## config.mk

```make
export PLATFORM = sky130hd
export DESIGN_NAME = adc_sample_scheduler
export DESIGN_NICKNAME = d
export VERILOG_FILES = /design/src/rtl/adc_sample_scheduler.sv
export SDC_FILE = /design/constraint.sdc
export NUM_CORES = 1
export LEC_CHECK = 0
export ABC_AREA = 1
export BUFFER_PORTS_ARGS = -buffer_cell sky130_fd_sc_hd__buf_2
export CORE_UTILIZATION = 50
export DETAILED_ROUTE_END_ITERATION = 12
export PLACE_DENSITY = 0.75
export SYNTH_ARGS = -nofsm -noshare
export SYNTH_HDL_FRONTEND = slang
export SYNTH_SLANG_ARGS = --single-unit
```

## constraint.sdc

```tcl
create_clock -name clk -period 1.8 [get_ports clk]
set_input_delay 0.18 -clock clk [delete_from_list [all_inputs] [get_ports clk]]
set_output_delay 0.18 -clock clk [all_outputs]
set_load 0.01 [all_outputs]
```

## src/rtl/adc_sample_scheduler.sv

```systemverilog
// Arbitrates conversion requests onto the shared A/B serial converter pair,
// sequences each conversion frame and returns the four captured samples.
module adc_sample_scheduler #(
    parameter int NREQ        = 3,
    parameter int CONV_CYCLES = 16
) (
    input  logic            clk,
    input  logic            reset,
    input  logic [NREQ-1:0] req,
    output logic [NREQ-1:0] gnt,
    input  logic            abort,
    output logic            busy,
    output logic            ad_cs,
    input  logic [1:0]      ad_sdata_a,
    input  logic [1:0]      ad_sdata_b,
    output logic            res_valid,
    input  logic            res_ready,
    output logic [1:0]      res_id,
    output logic [11:0]     vout,
    output logic [11:0]     iout,
    output logic [11:0]     vcap,
    output logic [11:0]     icap,
    output logic [1:0]      dbg_state_o
);

    typedef enum logic [1:0] {
        S_IDLE  = 2'd0,
        S_CONV  = 2'd1,
        S_STALL = 2'd2
    } state_e;

    localparam logic [4:0] K_LAST      = 5'(CONV_CYCLES - 1);
    localparam logic [4:0] K_FIRST_BIT = 5'd2;
    localparam logic [4:0] K_LAST_BIT  = 5'd13;

    state_e          state_q, state_d;
    logic [4:0]      k_q, k_d;
    logic [1:0]      ptr_q;
    logic [1:0]      id_q;
    logic [NREQ-1:0] gnt_q;
    logic [11:0]     sh_vout_q, sh_iout_q, sh_vcap_q, sh_icap_q;
    logic            res_valid_q;
    logic [1:0]      res_id_q;
    logic [11:0]     res_vout_q, res_iout_q, res_vcap_q, res_icap_q;

    logic            free;
    logic            arb_en;
    logic            copy;
    logic            start;
    logic            capture;
    logic            pick_valid;
    logic [1:0]      pick_idx;

    // Result port: a result transfers on any clock where res_valid && res_ready;
    // res_valid and the data hold unchanged until that happens.
    assign free = !res_valid_q || res_ready;

    // req[0] always wins; otherwise the first low-priority requester above ptr_q,
    // falling back to the lowest one when nothing sits above the pointer.
    always_comb begin
        pick_valid = 1'b0;
        pick_idx   = 2'd0;
        if (req[0]) begin
            pick_valid = 1'b1;
        end else begin
            for (int j = NREQ - 1; j >= 1; j--) begin
                if (req[j] && (j > int'(ptr_q))) begin
                    pick_valid = 1'b1;
                    pick_idx   = 2'(j);
                end
            end
            if (!pick_valid) begin
                for (int j = NREQ - 1; j >= 1; j--) begin
                    if (req[j]) begin
                        pick_valid = 1'b1;
                        pick_idx   = 2'(j);
                    end
                end
            end
        end
    end

    always_ff @(posedge clk) begin
        if (reset) begin
            state_q <= S_IDLE;
            k_q     <= '0;
        end else begin
            state_q <= state_d;
            k_q     <= k_d;
        end
    end

    always_comb begin
        state_d = state_q;
        k_d     = k_q;
        arb_en  = 1'b0;
        copy    = 1'b0;
        case (state_q)
            S_IDLE: arb_en = 1'b1;
            S_CONV: begin
                k_d = k_q + 5'd1;
                if (k_q == K_LAST) begin
                    if (free) begin
                        copy    = 1'b1;
                        arb_en  = 1'b1;
                        state_d = S_IDLE;
                    end else begin
                        state_d = S_STALL;
                    end
                end
            end
            S_STALL: begin
                if (free) begin
                    copy    = 1'b1;
                    arb_en  = 1'b1;
                    state_d = S_IDLE;
                end
            end
            default: state_d = S_IDLE;
        endcase
        start = arb_en && pick_valid;
        if (start) begin
            state_d = S_CONV;
            k_d     = '0;
        end
        // Abort discards the frame but leaves an already-published result alone.
        if (abort) begin
            state_d = S_IDLE;
            k_d     = '0;
            copy    = 1'b0;
            start   = 1'b0;
        end
    end

    always_comb begin
        busy        = (state_q != S_IDLE);
        ad_cs       = (state_q == S_CONV) && (k_q == 5'd0);
        capture     = (state_q == S_CONV) && (k_q >= K_FIRST_BIT) && (k_q <= K_LAST_BIT);
        dbg_state_o = state_q;
    end

    always_ff @(posedge clk) begin
        if (reset) begin
            gnt_q       <= '0;
            ptr_q       <= 2'(NREQ - 1);
            id_q        <= '0;
            sh_vout_q   <= '0;
            sh_iout_q   <= '0;
            sh_vcap_q   <= '0;
            sh_icap_q   <= '0;
            res_valid_q <= 1'b0;
            res_id_q    <= '0;
            res_vout_q  <= '0;
            res_iout_q  <= '0;
            res_vcap_q  <= '0;
            res_icap_q  <= '0;
        end else begin
            gnt_q <= start ? (NREQ'(1) << pick_idx) : '0;
            if (start) begin
                id_q <= pick_idx;
                if (pick_idx != 2'd0) begin
                    ptr_q <= pick_idx;
                end
            end
            if (capture) begin
                sh_vout_q <= {sh_vout_q[10:0], ad_sdata_a[1]};
                sh_iout_q <= {sh_iout_q[10:0], ad_sdata_a[0]};
                sh_vcap_q <= {sh_vcap_q[10:0], ad_sdata_b[1]};
                sh_icap_q <= {sh_icap_q[10:0], ad_sdata_b[0]};
            end
            // A copy in the acceptance cycle replaces the result without a gap.
            if (copy) begin
                res_valid_q <= 1'b1;
                res_id_q    <= id_q;
                res_vout_q  <= sh_vout_q;
                res_iout_q  <= sh_iout_q;
                res_vcap_q  <= sh_vcap_q;
                res_icap_q  <= sh_icap_q;
            end else if (res_ready) begin
                res_valid_q <= 1'b0;
            end
        end
    end

    assign gnt       = gnt_q;
    assign res_valid = res_valid_q;
    assign res_id    = res_id_q;
    assign vout      = res_vout_q;
    assign iout      = res_iout_q;
    assign vcap      = res_vcap_q;
    assign icap      = res_icap_q;

endmodule
```

==> results_dict.tcl <==
set metrics [dict create \
    synth_cell_types 21 \
    wl_per_cell_um 13.4 \
    synthesis.nets 557 \
    antenna_found_initial 0 \
    clk_path_buf_depth 2 \
    vias_per_cell 5.13 \
    timing.slew.headroom_pct 67.1 \
    pwr-share-seq_pct 44.4 \
    fin_nets 645 \
    place_congestion 0.878 \
    dieArea_um2 8840 \
    final_cell_mix "dfxtp_1 (110), nor2_1 (108), buf_2 (68), inv_1 (67), a21oi_1 (53)" \
    cap_violations 0 \
    critPathRequiredTime_ps 2190 \
    clkSinkCount 113 \
    r2r_setup_slack_ps -30 \
    violations "setup timing" \
    fin_crit_ps 1830 \
    ios 69 \
    place_area_um2 4690 \
    p_int_mw 4.48 \
    drt-initial-drc-count 231 \
    rsz0062_at_grt "true" \
    initial_utilization_pct 51.5 \
    cp_max_fo 7 \
    setup_viol 6 \
    grt_start_max_net_pins 102 \
    vdd_drop_max_mv 0.648 \
    stdcell_area_um2 5800 \
    track_usage_pct 20.8 \
    cts_tree "yes" \
    die_h_um 94.0 \
    r2r_cells 12 \
    syn_inst 537 \
    p_sw_share_pct 21.0 \
    die_w_um 94.0 \
    clk_pin_slew_ps 50 \
    clk_latency_ps 500 \
    status "complete, but fails checks" \
    nFillCells 596 \
    min_from "req[1]" \
    vias 3807 \
    tightest_slew_ps 493 \
    antenna_cells 0 \
    ys_seq_area_share_pct 53.4 \
    maxSlewViolCount 0 \
    hold_path_depth 4 \
    timing.final.ws_setup_ps -34.7 \
    p_per_area_nw_per_um2 978 \
    instances_no_fill 742 \
    pwr-share-clk_pct 51.8 \
    cts_made_buffers 17 \
    fp.coreArea_um2 8220 \
    leakagePower_nw 2.47 \
    grt_pass1_vias 3266 \
    worstReg2RegStart "k_q[1]$_SDFFE_PP0P_" \
    grt_overflow_total 0 \
    io_buffers 68 \
    syn_avg_cell_area_um2 7.88 \
    post-dp-hpwl_um 5060 \
    reg2reg_to "icap[3]$_SDFFE_PP0P_" \
    yosys_warnings 0 \
    dp_cells 693 \
    syn-cell-area_um2 4230 \
    drt-total-wl_um 9970 \
    fin_hold_ws_ps 30.4 \
    finClkSkew_ps 8.98 \
    period_share_pct 102 \
    endpoint_kind "register" \
    final_util_pct 70.6 \
    arrival_ps 2220 \
    antenna_left 0 \
    power_switching_mw 1.19 \
    ys_seq_elements 113 \
    fmax_mhz 545 \
    path_class "reg2reg" \
    drive_gt1_share_pct 29.4 \
    whs_endpoint "gnt[0]$_SDFF_PP0_" \
    drt_first_pass_iters 4 \
    area_delta_synth_final_pct 37.1 \
    drc 0 \
    root_buffer "clkbuf_8" \
    combPwrFrac_pct 3.8 \
    rows 33 \
    cts_max_level 4 \
    final_common_cell "dfxtp_1" \
    grt_pass1_wl_um 14200 \
    post-place-ws_ps -13.9 \
    hold_violations 0 \
    crit_path_start_kind "register" \
    min_path_type "in2reg" \
]
==> cells in the mapped netlist <==
library cell | number | area, µm²
dfxtp_1 | 113 | 2260
nor2_1 | 109 | 409
o21ai_0 | 79 | 395
inv_1 | 71 | 267
a21oi_1 | 58 | 290
o21ai_1 | 21 | 105
nand2_1 | 19 | 71.3
clkbuf_1 | 13 | 48.8
nand3_1 | 13 | 65.1
buf_2 | 10 | 50.1
ha_1 | 9 | 113
buf_6 | 5 | 56.3
clkbuf_2 | 4 | 20.0
nand4_1 | 3 | 18.8
nor3_1 | 3 | 15.0
inv_2 | 2 | 7.51
nand3_2 | 1 | 10.0
nor2_2 | 1 | 6.26
o211ai_1 | 1 | 7.51
or2_2 | 1 | 6.26
xor2_1 | 1 | 8.76
==> routing by layer <==
layer | vias to the layer above | routed length, µm | track usage [%]
met4 | 0 | 127 | 8.33
li1 | 1914 | - | -
met3 | 14 | 467 | 6.15
met2 | 102 | 5060 | 34.9
met1 | 1777 | 4320 | 24.7
met5 | - | 0 | 0
==> final cells by class <==
cell class                 instances  area (µm²)  share of cell area, %
sequential                       113        2270                   39.0
multi-input combinational        319        1770                   30.4
timing repair buffer             101         838                   14.4
clock buffer                      25         464                   8.00
inverter                          73         279                   4.81
tap                              105         131                   2.26
clock inverter                     6        57.6                  0.992
==> per-stage QoR <==
stage / power (mW) / setup TNS (ps)
finish: 5.68 / -111
global placement: 2.73 / 0
global route: 5.84 / -1140
CTS: 5.66 / -98.7
detailed placement: 2.73 / -37.7
floorplan: 2.68 / 0
==> state kept, by name (all words and copies together) (netlist names) <==
signal and flops:
k_q 5, dbg_state_o 2, res_id 2, sh_vout_q 12
id_q 2, icap 12, vcap 12, gnt 3
sh_icap_q 12, ptr_q 2, vout 12, res_valid 1
iout 12, sh_iout_q 12, sh_vcap_q 12
==> worst max-delay path: stages, from the launching register on <==
cell     delay, ps
dfxtp_2        350
ha_4           140
inv_2           40
nor2_2          70
ha_2           180
nand2_2         60
nand2_2         90
nand4_1        110
buf_6          170
buf_12         150
buf_16         150
o21ai_4        150
a21oi_2         60
==> how the worst max path moves through the flow <==
stage,slack (ps),end,depth (start not counted),from
after floorplan,120,res_id[1]$_SDFFE_PP0P_,11,k_q[0]$_SDFFE_PP0P_
after global placement,40,icap[3]$_SDFFE_PP0P_,11,k_q[0]$_SDFFE_PP0P_
after detailed placement,-10,icap[4]$_SDFFE_PP0P_,11,k_q[0]$_SDFFE_PP0P_
after CTS,-20,icap[2]$_SDFFE_PP0P_,12,k_q[0]$_SDFFE_PP0P_
after global routing,-80,vcap[2]$_SDFFE_PP0P_,12,k_q[1]$_SDFFE_PP0P_
final,-30,icap[3]$_SDFFE_PP0P_,12,k_q[1]$_SDFFE_PP0P_
==> power by group through the flow <==
stage,logic [mW],clock network [mW],registers (mW)
4_1_cts,0.182,2.96,2.52
5_1_grt,0.238,3.08,2.52
3_5_place_dp,0.162,0,2.57
3_3_place_gp,0.158,0,2.57
6_report,0.214,2.94,2.52
2_1_floorplan,0.112,0,2.57
==> what timing repair did <==
| action | in CTS | in global routing |
|---|---|---|
| setup endpoints to repair | 28 | 99 |
| hold buffers | 7 | 0 |
| pin swaps | 0 | 8 |
| hold endpoints to repair | 9 | 0 |
| cloned | 2 | 6 |
| setup buffers | 2 | 1 |
| resized for setup | 42 | 80 |
==> kinds of logic (layout without fill, tap and decap cells) <==
logic type,after synthesis,after routing,synth area share [%]
AO/OA/AOI/OAI,159,159,18.9
AND/OR/NAND/NOR,150,150,14.2
XOR/XNOR,1,1,0.207
buffers and inverters,105,205,10.6
flip-flops,113,113,53.4
adder cells (fa/ha/maj),9,9,2.66
(Power assumes the default switching activity.)
